<file path="src/rtl/upsample_pack_pkg.sv">
// rtl/upsample_pack_pkg.sv - shared DWT synthesis-side constants and lane helper
package upsample_pack_pkg;

  localparam int LANES        = 6;
  localparam int COEF_PER_BLK = 3;
  localparam int SAMPLE_W     = 25;

  // Zero-insertion places coefficient k at lane 2k, shifted by one for odd phase.
  function automatic int lane_idx(input int k, input bit phase);
    return 2 * k + int'(phase);
  endfunction

endpackage

</file>
<file path="src/rtl/upsample_pack_if.sv">
// rtl/upsample_pack_if.sv - coefficient input and 6-lane block output bundle
interface upsample_pack_if
  import upsample_pack_pkg::*;
#(
  parameter int Y_W = SAMPLE_W
);

  logic signed [Y_W-1:0] Hi_A_y_in;
  logic signed [Y_W-1:0] Lo_A_y_in;
  logic                  in_valid;
  logic                  in_last;

  logic signed [Y_W-1:0] Hi_R_x_6k, Hi_R_x_6k_1, Hi_R_x_6k_2;
  logic signed [Y_W-1:0] Hi_R_x_6k_3, Hi_R_x_6k_4, Hi_R_x_6k_5;
  logic signed [Y_W-1:0] Lo_R_x_6k, Lo_R_x_6k_1, Lo_R_x_6k_2;
  logic signed [Y_W-1:0] Lo_R_x_6k_3, Lo_R_x_6k_4, Lo_R_x_6k_5;
  logic                  up_valid;
  logic                  up_last;
  logic                  busy;

  modport master (
    output Hi_A_y_in, Lo_A_y_in, in_valid, in_last,
    input  Hi_R_x_6k, Hi_R_x_6k_1, Hi_R_x_6k_2, Hi_R_x_6k_3, Hi_R_x_6k_4, Hi_R_x_6k_5,
    input  Lo_R_x_6k, Lo_R_x_6k_1, Lo_R_x_6k_2, Lo_R_x_6k_3, Lo_R_x_6k_4, Lo_R_x_6k_5,
    input  up_valid, up_last, busy
  );

  modport slave (
    input  Hi_A_y_in, Lo_A_y_in, in_valid, in_last,
    output Hi_R_x_6k, Hi_R_x_6k_1, Hi_R_x_6k_2, Hi_R_x_6k_3, Hi_R_x_6k_4, Hi_R_x_6k_5,
    output Lo_R_x_6k, Lo_R_x_6k_1, Lo_R_x_6k_2, Lo_R_x_6k_3, Lo_R_x_6k_4, Lo_R_x_6k_5,
    output up_valid, up_last, busy
  );

endinterface

</file>
<file path="src/rtl/upsample_pack_lane_pack.sv">
// rtl/upsample_pack_lane_pack.sv - one channel's staging slots and 6-lane output registers
module upsample_lane_pack
  import upsample_pack_pkg::*;
#(
  parameter int Y_W   = SAMPLE_W,
  parameter bit PHASE = 1'b0
) (
  input  logic                             clk,
  input  logic                             rstn,
  input  logic [1:0]                       cnt_i,
  input  logic                             store_i,
  input  logic                             load_i,
  input  logic                             take_in_i,
  input  logic [Y_W-1:0]                   y_i,
  output logic [LANES-1:0][Y_W-1:0]        lane_o
);

  logic [COEF_PER_BLK-1:0][Y_W-1:0] stg_q, stg_d;
  logic [COEF_PER_BLK-1:0][Y_W-1:0] slot;
  logic [LANES-1:0][Y_W-1:0]        lane_q, lane_d;

  always_comb begin
    stg_d  = stg_q;
    lane_d = lane_q;
    slot   = '0;
    // Filled slots come from staging; the live input closes the block at slot cnt.
    for (int k = 0; k < COEF_PER_BLK; k++) begin
      if (2'(k) < cnt_i)
        slot[k] = stg_q[k];
      else if (2'(k) == cnt_i && take_in_i)
        slot[k] = y_i;
    end
    if (store_i)
      stg_d[cnt_i] = y_i;
    if (load_i) begin
      stg_d  = '0;
      lane_d = '0;
      for (int k = 0; k < COEF_PER_BLK; k++)
        lane_d[lane_idx(k, PHASE)] = slot[k];
    end
  end

  always_ff @(posedge clk or negedge rstn) begin
    if (!rstn) begin
      stg_q  <= '0;
      lane_q <= '0;
    end else begin
      stg_q  <= stg_d;
      lane_q <= lane_d;
    end
  end

  assign lane_o = lane_q;

endmodule

</file>
<file path="src/rtl/upsample_pack.sv">
// rtl/upsample_pack.sv - 2x zero-insertion upsampler packing Hi/Lo coefficients into 6-lane blocks
module upsample_pack
  import upsample_pack_pkg::*;
#(
  parameter int Y_W   = SAMPLE_W,
  parameter bit PHASE = 1'b0
) (
  input logic           clk,
  input logic           rstn,
  upsample_pack_if.slave bus
);

  logic [1:0] cnt_q, cnt_d;
  logic       up_valid_q, up_last_q, busy_q;
  logic       complete, accept, flush, load;
  logic [LANES-1:0][Y_W-1:0] hi_lane, lo_lane;

  assign complete = bus.in_valid && (cnt_q == 2'd2 || bus.in_last);
  assign accept   = bus.in_valid && !complete;
  // A standalone last only matters when something is staged.
  assign flush    = !bus.in_valid && bus.in_last && (cnt_q != 2'd0);
  assign load     = complete || flush;

  always_comb begin
    cnt_d = cnt_q;
    if (load)
      cnt_d = 2'd0;
    else if (accept)
      cnt_d = cnt_q + 2'd1;
  end

  always_ff @(posedge clk or negedge rstn) begin
    if (!rstn) begin
      cnt_q      <= 2'd0;
      up_valid_q <= 1'b0;
      up_last_q  <= 1'b0;
      busy_q     <= 1'b0;
    end else begin
      cnt_q      <= cnt_d;
      up_valid_q <= load;
      up_last_q  <= complete ? bus.in_last : flush;
      busy_q     <= (cnt_d != 2'd0);
    end
  end

  upsample_lane_pack #(.Y_W(Y_W), .PHASE(PHASE)) u_hi (
    .clk      (clk),
    .rstn     (rstn),
    .cnt_i    (cnt_q),
    .store_i  (accept),
    .load_i   (load),
    .take_in_i(complete),
    .y_i      (bus.Hi_A_y_in),
    .lane_o   (hi_lane)
  );

  upsample_lane_pack #(.Y_W(Y_W), .PHASE(PHASE)) u_lo (
    .clk      (clk),
    .rstn     (rstn),
    .cnt_i    (cnt_q),
    .store_i  (accept),
    .load_i   (load),
    .take_in_i(complete),
    .y_i      (bus.Lo_A_y_in),
    .lane_o   (lo_lane)
  );

  assign bus.Hi_R_x_6k   = hi_lane[0];
  assign bus.Hi_R_x_6k_1 = hi_lane[1];
  assign bus.Hi_R_x_6k_2 = hi_lane[2];
  assign bus.Hi_R_x_6k_3 = hi_lane[3];
  assign bus.Hi_R_x_6k_4 = hi_lane[4];
  assign bus.Hi_R_x_6k_5 = hi_lane[5];
  assign bus.Lo_R_x_6k   = lo_lane[0];
  assign bus.Lo_R_x_6k_1 = lo_lane[1];
  assign bus.Lo_R_x_6k_2 = lo_lane[2];
  assign bus.Lo_R_x_6k_3 = lo_lane[3];
  assign bus.Lo_R_x_6k_4 = lo_lane[4];
  assign bus.Lo_R_x_6k_5 = lo_lane[5];
  assign bus.up_valid    = up_valid_q;
  assign bus.up_last     = up_last_q;
  assign bus.busy        = busy_q;

endmodule

</file>
<file path="src/flat_wrapper.sv">
// flat-port wrapper written by rule: the top's interface ports become plain ports
module upsample_pack_flat import upsample_pack_pkg::*;
#(
  parameter int Y_W   = SAMPLE_W,
  parameter bit PHASE = 1'b0
)
  (clk, rstn, bus_Hi_A_y_in, bus_Lo_A_y_in, bus_in_valid, bus_in_last, bus_Hi_R_x_6k, bus_Hi_R_x_6k_1, bus_Hi_R_x_6k_2, bus_Hi_R_x_6k_3, bus_Hi_R_x_6k_4, bus_Hi_R_x_6k_5, bus_Lo_R_x_6k, bus_Lo_R_x_6k_1, bus_Lo_R_x_6k_2, bus_Lo_R_x_6k_3, bus_Lo_R_x_6k_4, bus_Lo_R_x_6k_5, bus_up_valid, bus_up_last, bus_busy);
  upsample_pack_if #(.Y_W(Y_W)) bus_i ();
  input logic clk;
  input logic rstn;
  input wire logic [$bits(bus_i.Hi_A_y_in)-1:0] bus_Hi_A_y_in;
  input wire logic [$bits(bus_i.Lo_A_y_in)-1:0] bus_Lo_A_y_in;
  input wire logic [$bits(bus_i.in_valid)-1:0] bus_in_valid;
  input wire logic [$bits(bus_i.in_last)-1:0] bus_in_last;
  output wire logic [$bits(bus_i.Hi_R_x_6k)-1:0] bus_Hi_R_x_6k;
  output wire logic [$bits(bus_i.Hi_R_x_6k_1)-1:0] bus_Hi_R_x_6k_1;
  output wire logic [$bits(bus_i.Hi_R_x_6k_2)-1:0] bus_Hi_R_x_6k_2;
  output wire logic [$bits(bus_i.Hi_R_x_6k_3)-1:0] bus_Hi_R_x_6k_3;
  output wire logic [$bits(bus_i.Hi_R_x_6k_4)-1:0] bus_Hi_R_x_6k_4;
  output wire logic [$bits(bus_i.Hi_R_x_6k_5)-1:0] bus_Hi_R_x_6k_5;
  output wire logic [$bits(bus_i.Lo_R_x_6k)-1:0] bus_Lo_R_x_6k;
  output wire logic [$bits(bus_i.Lo_R_x_6k_1)-1:0] bus_Lo_R_x_6k_1;
  output wire logic [$bits(bus_i.Lo_R_x_6k_2)-1:0] bus_Lo_R_x_6k_2;
  output wire logic [$bits(bus_i.Lo_R_x_6k_3)-1:0] bus_Lo_R_x_6k_3;
  output wire logic [$bits(bus_i.Lo_R_x_6k_4)-1:0] bus_Lo_R_x_6k_4;
  output wire logic [$bits(bus_i.Lo_R_x_6k_5)-1:0] bus_Lo_R_x_6k_5;
  output wire logic [$bits(bus_i.up_valid)-1:0] bus_up_valid;
  output wire logic [$bits(bus_i.up_last)-1:0] bus_up_last;
  output wire logic [$bits(bus_i.busy)-1:0] bus_busy;
  assign bus_i.Hi_A_y_in = bus_Hi_A_y_in;
  assign bus_i.Lo_A_y_in = bus_Lo_A_y_in;
  assign bus_i.in_valid = bus_in_valid;
  assign bus_i.in_last = bus_in_last;
  assign bus_Hi_R_x_6k = bus_i.Hi_R_x_6k;
  assign bus_Hi_R_x_6k_1 = bus_i.Hi_R_x_6k_1;
  assign bus_Hi_R_x_6k_2 = bus_i.Hi_R_x_6k_2;
  assign bus_Hi_R_x_6k_3 = bus_i.Hi_R_x_6k_3;
  assign bus_Hi_R_x_6k_4 = bus_i.Hi_R_x_6k_4;
  assign bus_Hi_R_x_6k_5 = bus_i.Hi_R_x_6k_5;
  assign bus_Lo_R_x_6k = bus_i.Lo_R_x_6k;
  assign bus_Lo_R_x_6k_1 = bus_i.Lo_R_x_6k_1;
  assign bus_Lo_R_x_6k_2 = bus_i.Lo_R_x_6k_2;
  assign bus_Lo_R_x_6k_3 = bus_i.Lo_R_x_6k_3;
  assign bus_Lo_R_x_6k_4 = bus_i.Lo_R_x_6k_4;
  assign bus_Lo_R_x_6k_5 = bus_i.Lo_R_x_6k_5;
  assign bus_up_valid = bus_i.up_valid;
  assign bus_up_last = bus_i.up_last;
  assign bus_busy = bus_i.busy;
  upsample_pack #(.Y_W(Y_W), .PHASE(PHASE)) u_core (.clk(clk), .rstn(rstn), .bus(bus_i));
endmodule
</file>
<file path="config.mk">
export PLATFORM = sky130hd
export DESIGN_NAME = upsample_pack_flat
export DESIGN_NICKNAME = d
export VERILOG_FILES = /design/src/rtl/upsample_pack_pkg.sv /design/src/rtl/upsample_pack_if.sv /design/src/rtl/upsample_pack_lane_pack.sv /design/src/rtl/upsample_pack.sv /design/src/flat_wrapper.sv
export SDC_FILE = /design/constraint.sdc
export NUM_CORES = 1
export LEC_CHECK = 0
export ABC_CLOCK_PERIOD_IN_PS = 3400
export CORE_UTILIZATION = 35
export DETAILED_ROUTE_END_ITERATION = 12
export GPL_ROUTABILITY_DRIVEN = 0
export PLACE_DENSITY_LB_ADDON = 0.1
export SYNTH_ARGS = -nofsm -noshare
export SYNTH_HDL_FRONTEND = slang
export SYNTH_SLANG_ARGS = --single-unit
</file>
<file path="constraint.sdc">
create_clock -name clk -period 3.4 [get_ports clk]
set_input_delay 0.85 -clock clk [delete_from_list [all_inputs] [get_ports clk]]
set_output_delay 0.85 -clock clk [all_outputs]
set_load 0.05 [all_outputs]
</file>
### Yosys cells after proc, flatten, opt, wreduce, memory -nomap -nowiden

Index checks and enable logic that the tools add are counted.

| operators by class | value |
|---|---|
| equality and inequality tests | 3 |
| reduce and logical (&&, ||, !) cells | 16 |
| add/sub/neg operators | 1 |
| magnitude comparators | 5 |
| mux-type cells | 23 |

Operators with widths:

| operator | count |
|---|---|
| $mux W25 | 13 |
| $mux W75 | 4 |
| $bwmux W75 | 2 |
| $demux W25 S2 | 1 |
| $logic_and A1 B1 Y1 | 8 |
| $reduce_bool A2 Y1 | 3 |
| $lt A1 B2 Y1 const A | 2 |
| $mux W2 | 2 |
| $lt A2 B3 Y1 const B | 1 |
| $add A2 B1 Y2 const B | 1 |
| $eq A1 B2 Y1 const A | 1 |
| $eq A2 B2 Y1 const A | 1 |
| $eq A2 B2 Y1 const B | 1 |
| $ge A2 B1 Y1 const B | 1 |
| $logic_not A1 Y1 | 2 |
| $logic_not A2 Y1 | 1 |
| $logic_or A1 B1 Y1 | 2 |
| $lt A2 B2 Y1 const A | 1 |
| $mux W1 | 1 |

| storage, ports and cells | value |
|---|---|
| bits of input ports | 54 |
| output and inout bits | 303 |
| logic and storage cells | 64 |
| flip-flop bits (word level) | 305 |

### Logic depth before layout (Yosys ltp)

Gate-level depths: netlist of the first run.

| depth | value |
|---|---|
| word-level depth | 8 |
| gate-level depth with buffers | 11 |
| mapped depth without buffers | 6 |

### Modules after synthesis

Synthesis of the first run repeated with hierarchy kept, for this count alone.

| unflattened totals | value |
|---|---|
| cell total of the unflattened synthesis | 1592 |
| area total of the unflattened synthesis | 16233.1 um2 |

Modules (own cells, without submodules):

| module | area each (um2) | times used | cells an instance | sequential area each (um2) |
|---|---|---|---|---|
| upsample_lane_pack | 7991.4 | 2 | 784 | 3753.6 |
| upsample_pack | 250.2 | 1 | 24 | 125.1 |

### Least setup slack after synthesis of the first run

OpenSTA, ideal clock, no wires.

| timing | value |
|---|---|
| kind | register to register |
| start point | reg u_core.cnt_q[1] |
| end point | reg u_core.u_lo.lane_q, in the netlist u_core.u_lo.lane_o[63] |
| cell stages (with the launch flop) | 12 |
| buffers on the path | 5 |
| data arrival time | 2.211 ns |
| path slack | 1.064 ns |
| required time | 3.275 ns |
| clock period less this slack | 2.336 ns |
| setup time | 0.125 ns |
| cell sequence | dfrtp_1 > buf_2 > clkbuf_1 > inv_1 > ha_1 > clkbuf_2 > nor2b_1 > a21oi_4 > inv_2 > buf_6 > buf_6 > mux2_4 |

| on the way | value |
|---|---|
| longest elaborated chain between the ends | 6 |
| elaborated cells between the ends (all ways) | 11 |
| those cells by class | order compare (1); eq/ne (2); mux (2); reduce/logical (6) |

RTL lines:

| element | RTL line | source |
|---|---|---|
| start: declaration | upsample_pack.sv:13 | `logic [1:0] cnt_q, cnt_d;` |
| start signal: assignment | upsample_pack.sv:39 | `cnt_q <= cnt_d;` |
| $eq A2 B2 Y1 | upsample_pack.sv:18 | `assign complete = bus.in_valid && (cnt_q == 2'd2 \|\| bus.in_last);` |
| $logic_or A1 B1 Y1 | upsample_pack.sv:18 |  |
| $logic_and A1 B1 Y1 | upsample_pack.sv:18 |  |
| $logic_and A1 B1 Y1 | upsample_pack_lane_pack.sv:30 | `else if (2'(k) == cnt_i && take_in_i)` |
| $mux W25 | upsample_pack_lane_pack.sv:30 |  |
| $mux W25 | upsample_pack_lane_pack.sv:28 | `if (2'(k) < cnt_i)` |
| end signal: assignment | upsample_pack_lane_pack.sv:49 | `lane_q <= lane_d;` |
| end: declaration | upsample_pack_lane_pack.sv:20 | `logic [LANES-1:0][Y_W-1:0] lane_q, lane_d;` |

Parallel ways exist; a longest one is shown, timed or not.
A chain may end at the register's enable or synchronous reset.

### Final worst setup path of the first run

| timing | value |
|---|---|
| start point | reg u_core.cnt_q[1] |
| end point | reg u_core.u_hi.lane_q, in the netlist u_core.u_hi.lane_o[1] |

| on the way | value |
|---|---|
| longest elaborated chain between the ends | 6 |
| elaborated cells between the ends (all ways) | 11 |
| those cells by class | order compare (1); eq/ne (1); mux (2); reduce/logical (7) |

RTL lines:

| element | RTL line |
|---|---|
| $eq A2 B2 Y1 | upsample_pack.sv:18 |
| $logic_or A1 B1 Y1 | upsample_pack.sv:18 |
| $logic_and A1 B1 Y1 | upsample_pack.sv:18 |
| $logic_and A1 B1 Y1 | upsample_pack_lane_pack.sv:30 |
| $mux W25 | upsample_pack_lane_pack.sv:30 |
| $mux W25 | upsample_pack_lane_pack.sv:28 |
| end signal: assignment | upsample_pack_lane_pack.sv:49 |
| end: declaration | upsample_pack_lane_pack.sv:20 |

Parallel ways exist; a longest one is shown, timed or not.

==> summary.md, run 1 <==
| Metric | Value |
|---|---|
| Status | finished, final reports clean |
| IO buf count | 206 |
| Dpl cell area | 0.0165 mm² |
| Core ar. | 0.0399 mm² |
| Syn avg cell area | 12.0 µm² |
| Global-route wire length before repair | 62,200 µm |
| Post-synthesis adder-cell area fraction | 0.351% |
| Die area | 0.0415 mm² |
| Setup crit start | u_core.cnt_q[1] |
| Max stage delay on crit path | 0.67 ns |
| Top-level port count | 357 |
| Initial antenna violation count | 2 |
| Setup slack, reg-to-reg | 0.72 ns |
| Multi-input gate area | 0.00568 mm² |
| Worst slew margin | 30.5% |
| Syn Inst Count | 1,186 |
| Post-synthesis mux area share | 8.23% |
| Die W | 204 µm |
| # fillers | 3,741 |
| Share of flip-flops with an asynchronous set or reset | 100% |
| Storage cell area | 0.00763 mm² |
| H-tree Lvls | 2 |
| Finished Layout Cells | 1,919 |
| GRT Overall Usage | 19.5% |
| Clock sinks | 305 |
| Layout net count | 1,425 |
| Synth Warn # | 0 |
| Worst-path fanout max | 27 |
| Gr ovfl total | 0 |
| Max stage delay cell, worst path | dfrtp_2 |
| Die H | 204 µm |
| Reg2reg start | u_core.cnt_q[1] |
| Pwr/cell area | 878 mW/mm² |
| Worst EP required | 3.85 ns |
| Skew-Pair Late Insertion Delay | 0.52 ns |
| Placed cells | 1,854 |
| Final Hold Violating Endpoints | 0 |
| Max Cap Viol | 0 |
| Critical path type | reg2reg |
| Largest family of logic cells by synthesized area | compound AO/OA/AOI/OAI gates |
| Hold_buf cts | 0 |
| Clock buffer depth | 3 |
| Worst endpoint data arrival time | 3.13 ns |
| Distinct cell type count after synthesis | 34 |
| Cell Area, Synth | 0.0143 mm² |
| Buffer count from post-CTS setup fixing | 0 |
| 1st-iter DRT viols | 659 |
| Synth Area in XOR/XNOR | 0.0614% |
| Worst Setup Start Kind | register |
| R2R depth | 5 |
| Via/cell ratio | 5.06 |
| Synth Flop Type | dfrtp_1 |
| Clock Tree Root | clkbuf_16 |
| Fin Setup TNS | 0 ns |
| Register bit total from synthesis | 305 |
| CTS tree | done |
| Final Max Tran Viols | 0 |
| Post-DP HPWL | 24,900 µm |
| Number of CTS-inserted buffers | 36 |
| EDFF count, synth | 0 |
| Final setup fails | 0 |
| RSZ-0062 raised after global routing | no |
| Site Rows | 73 |
| LEAKAGE | 0.00809 µW |
| Worst-path clk slew | 0.06 ns |
| Share of layout cells above drive strength 1 | 15.1% |
| CP Cell Sequence | ha_1, a21oi_4, nor2_4, buf_4, a221o_1 |
| Residual DRC count | 0 |
| PostCTS Resize Cnt | 0 |
| Routed len/inst | 21.0 µm |
| Simple-Gate Fraction of Synth Area | 7.62% |
| Clock Skew | 0.0129 ns |
| Compound-Gate Fraction of Synth Area | 19.2% |
| Initial Utilization | 35.7% |
| Vias in the first global route | 9,856 |
| Peak supply drop | 0.377 mV |
| Worst hold slack | 0.325 ns |
| Fin crit share | 78.8% |
| Tightest Hold Check Type | in2async |
| Drt total wl | 40,300 µm |
| Power Total | 15,400 µW |
| Final instance area | 0.0176 mm² |
| DR pass1 iterations | 5 |
| Worst slew pin tran | 1.04 ns |
| Final ANT Viol Nets | 0 |
| Reg2reg end | u_core.u_hi.lane_o[1] |
| Achievable Freq | 373 MHz |
| Critical Path Sink Type | register |
| Seq/Total Area, Yosys | 53.5% |
| Vias post-DR | 9,702 |
| Tmin final | 2.68 ns |
| Largest net degree at the start of global routing | 83 |
| Area growth from synthesis to layout | 23.4% |
[cells in the final DEF, fill, tap and decap left out, types with 3 or more instances in the layout]
cell               n
and2_1           100
clkinv_2           7
o2bb2ai_1        100
clkbuf_8           9
clkdlybuf4s50_1  204
a22o_1           150
nand2_1          100
nor2_4             3
a221o_1           50
dfrtp_1          304
mux2_4            10
buf_4             29
clkbuf_1           8
mux2_2            90
clkbuf_16         37
buf_12             9
inv_6              3
inv_1              3
conb_1           150
[metrics by stage]
step                      setup WS [ns]  utilization, %
final                             0.720            44.1
after global routing              0.578            44.1
after CTS                         0.682            44.1
after detailed placement          0.449            41.2
after global placement            0.469            41.2
after floorplan                    1.06               -
[final cells by class]
cell class              instances  area share (%)
inverters                       5           0.135
diodes                          1          0.0142
clock inverters                10           0.341
repair buffers                244            14.0
well taps                     525            3.73
clock buffers                  54            6.14
multi-input cells             775            32.3
flip-flops and latches        305            43.4
[critical path: cells and delay by family (launching register included)]
family	cells	cell delay, ns
AND/OR/NAND/NOR	1	0.63
AO/OA/AOI/OAI	2	0.33
flip-flops	1	0.67
buffers and inverters	1	0.47
adder cells (fa/ha/maj)	1	0.49
[Yosys cell counts, types with 2 or more instances]
master / instances / share of area [%]
dfrtp_1: 305 / 54
a22o_1: 150 / 9.2
buf_4: 150 / 7.9
and2_1: 100 / 4.4
nand2_1: 100 / 2.6
o2bb2ai_1: 100 / 6.1
mux2_2: 90 / 7.1
clkbuf_1: 74 / 1.9
a221o_1: 50 / 3.5
buf_2: 22 / 0.77
mux2_4: 10 / 1.1
nor2_1: 5 / 0.13
ha_1: 4 / 0.35
inv_1: 3 / 0.079
and3_1: 2 / 0.088
and3b_1: 2 / 0.12
buf_6: 2 / 0.16
[state kept, by name, indices dropped and copies added (netlist names)]
signal / cells
u_core.bus.busy: 1
u_core.cnt_q: 2
u_core.u_lo.lane_o: 75
u_core.u_lo.stg_q: 75
u_core.u_hi.stg_q: 75
u_core.u_hi.lane_o: 75
u_core.bus.up_last: 1
u_core.bus.up_valid: 1
[metal layers]
metal | share of wire [%] | global-route usage (%)
met1 | 47 | 28.1
met2 | 46 | 29.8
met3 | 5.7 | 3.74
met4 | 1.5 | 5.10
met5 | 0.067 | 0
[worst max path at each step]
stage,end,slack [ns],cells after the start
floorplan,u_core.u_lo.lane_o[63],1.06,11
global placement,u_core.u_lo.stg_q[15],0.47,5
detailed placement,u_core.u_lo.stg_q[2],0.45,5
CTS,u_core.u_lo.stg_q[2],0.68,6
global route,u_core.u_lo.lane_o[24],0.58,5
finish,u_core.u_hi.lane_o[1],0.72,5
[where the power goes]
| part | internal, µW | leakage, µW | switching, µW | total (µW) |
|---|---|---|---|---|
| Clock | 2200 | 0.000567 | 1530 | 3730 |
| Sequential | 4560 | 0.00411 | 722 | 5280 |
| Combinational | 2220 | 0.00341 | 4220 | 6440 |
| Total | 8980 | 0.00809 | 6470 | 15400 |
[cells by family after synthesis]
logic type	after synthesis
buffers and inverters	255
AND/OR/NAND/NOR	214
AO/OA/AOI/OAI	305
other	1
XOR/XNOR	1
multiplexers	101
adder cells (fa/ha/maj)	4
flip-flops	305
Note: power is estimated with default switching activity, not from simulation.
==> inputs of run 2 (changes only) <==
ABC_CLOCK_PERIOD_IN_PS = 2700   (was 3400)
clock period = 2.7 ns   (was 3.4 ns; I/O delays follow)
==> run 2 against run 1 <==
Flip-flop and latch count unchanged; sequential power is 24% higher; clock power grew 33%; total power up 29%; via count about the same; routed wire length down 1.0%; cell count increased by 0.10%; core utilization rose by 0.44 points; register-to-register slack lost 0.40 ns; die area unchanged; critical endpoint is now bus_Lo_R_x_6k[23]; largest cell class unchanged; largest power group unchanged.
==> summary.md, run 2 (same netlist as run 1, synthesis figures left out) <==
| Metric | Value |
|---|---|
| Status | finished, final reports clean (unchanged) |
| Vias in the first global route | 9,707 (was 9,856) |
| Max stage delay on crit path | 0.89 ns (was 0.67 ns) |
| Commonest non-fill, non-tap cells in the layout | dfrtp_1 (304), clkdlybuf4s50_1 (204), a22o_1 (150), conb_1 (150) (unchanged) |
| Final ANT Viol Nets | 0 (unchanged) |
| Initial Utilization | 35.7% (unchanged) |
| Global-route wire length before repair | 61,300 µm (was 62,200 µm) |
| Clock Tree Root | clkbuf_16 (unchanged) |
| Power Total | 19,900 µW (was 15,400 µW) |
| Critical Path Sink Type | output port (was register) |
| Peak supply drop | 0.458 mV (was 0.377 mV) |
| Number of CTS-inserted buffers | 36 (unchanged) |
| Fin crit share | 91.7% |
| # fillers | 3,700 (was 3,741) |
| Area growth from synthesis to layout | 24.7% (was 23.4%) |
| DR pass1 iterations | 5 (unchanged) |
| LEAKAGE | 0.00816 µW (was 0.00809 µW) |
| Layout net count | 1,430 (was 1,425) |
| Hold_buf cts | 0 (unchanged) |
| Routed len/inst | 20.8 µm (was 21.0 µm) |
| Final Util | 44.5% (was 44.1%) |
| Die W | 204 µm (unchanged) |
| Commonest non-fill, non-tap cell in the layout | dfrtp_1 (unchanged) |
| Clock buffer depth | 3 (unchanged) |
| Max stage delay cell, worst path | clkdlybuf4s50_1 (was dfrtp_2) |
| Share of layout cells above drive strength 1 | 15.4% (was 15.1%) |
| Worst-path fanout max | 3 (was 27) |
| Core ar. | 0.0399 mm² (unchanged) |
| H-tree Lvls | 2 (unchanged) |
| Pwr/cell area | 1120 mW/mm² (was 878 mW/mm²) |
| Worst Setup Start Kind | register (unchanged) |
| Tmin final | 2.48 ns |
| Worst-path clk slew | 0.06 ns (about the same) |
| Delay-heaviest family, CP | buffers and inverters (was flip-flops) |
| Final Max Tran Viols | 0 (unchanged) |
| N_diodes | 0 (was 1) |
| Clock Skew | 0.00665 ns (was 0.0129 ns) |
| Buffer count from post-CTS setup fixing | 0 (unchanged) |
| Gr ovfl total | 0 (unchanged) |
| Drt total wl | 39,900 µm (was 40,300 µm) |
| Top-level port count | 357 (unchanged) |
| Critical path type | reg2out (was reg2reg) |
| Worst slew margin | 35.8% (was 30.5%) |
| RSZ-0062 raised after global routing | no (unchanged) |
| GRT Overall Usage | 19.2% (was 19.5%) |
| Worst slew pin tran | 0.960 ns (was 1.04 ns) |
| Skew-Pair Late Insertion Delay | 0.52 ns (about the same) |
| 1st-iter DRT viols | 576 (was 659) |
| CP bufs+invs | 1 (unchanged) |
| Final Hold Violating Endpoints | 0 (unchanged) |
| Worst hold slack | 0.0619 ns (was 0.325 ns) |
| Initial antenna violation count | 2 (unchanged) |
| Achievable Freq | 404 MHz |
| Post-DP HPWL | 24,900 µm (about the same) |
| Largest net degree at the start of global routing | 74 (was 83) |
| PostCTS Resize Cnt | 0 (unchanged) |
| CTS tree | done (unchanged) |
| Final setup fails | 0 (unchanged) |
| Max Cap Viol | 0 (unchanged) |
| IO buf count | 206 (unchanged) |
| Vias post-DR | 9,695 (was 9,702) |
| Fin Setup TNS | 0 ns (unchanged) |
| Via/cell ratio | 5.05 (was 5.06) |
| Die area | 0.0415 mm² (unchanged) |
| Clock sinks | 305 (unchanged) |
| Worst EP required | 2.03 ns (was 3.85 ns) |
| CP Cell Sequence | clkdlybuf4s50_1 (was ha_1, a21oi_4, nor2_4, buf_4, a221o_1) |
| Site Rows | 73 (unchanged) |
| Worst endpoint data arrival time | 1.80 ns (was 3.13 ns) |
| Die H | 204 µm (unchanged) |
| Residual DRC count | 0 (unchanged) |
| Tightest Hold Check Type | in2async (unchanged) |
run 2: path summary, 6_finish.rpt:
kind                                         from                endpoint  slack [ns]  cells past startpoint
setup / recovery           u_core.u_lo.lane_o[23]       bus_Lo_R_x_6k[23]        0.22                      1
hold / removal                               rstn   u_core.u_lo.stg_q[42]        0.06                      1
setup reg to reg                  u_core.cnt_q[0]   u_core.u_lo.stg_q[21]        0.32                      6
hold reg to reg             u_core.u_lo.stg_q[71]   u_core.u_lo.stg_q[71]        0.48                      1
max in group asynchronous                    rstn  u_core.u_hi.lane_o[18]        1.86                      2
min in group clk            u_core.u_lo.stg_q[71]   u_core.u_lo.stg_q[71]        0.48                      1
run 2: area by class of cell:
cell class	instances	area [µm²]	area share (%)
well taps	525	657	3.70
clock inverters	11	158	0.887
multi-input cells	775	5680	31.9
repair buffers	249	2570	14.5
flip-flops and latches	305	7630	43.0
inverters	5	23.8	0.134
clock buffers	51	1050	5.90
run 2: power by group:
group	switching [µW]	total [µW]	internal, µW
combinational	5430	8330	2900
clock	1890	4970	3080
sequential	812	6560	5740
run 2: metrics by stage:
stage,std cells,setup WS (ns),area [µm²]
after floorplan,1335,0.364,14800
after global placement,1859,0.127,16600
after detailed placement,1859,0.0908,16600
final,1921,0.225,17800
after global routing,1921,0.160,17800
after CTS,1921,0.197,17800
run 2: routing by layer:
layer | vias up | routed length (µm) | track usage [%]
met4 | 4 | 589 | 5.05
met5 | - | 23 | 0
met2 | 300 | 18200 | 29.6
li1 | 4365 | - | -
met3 | 37 | 2500 | 4.35
met1 | 4989 | 18600 | 27.2
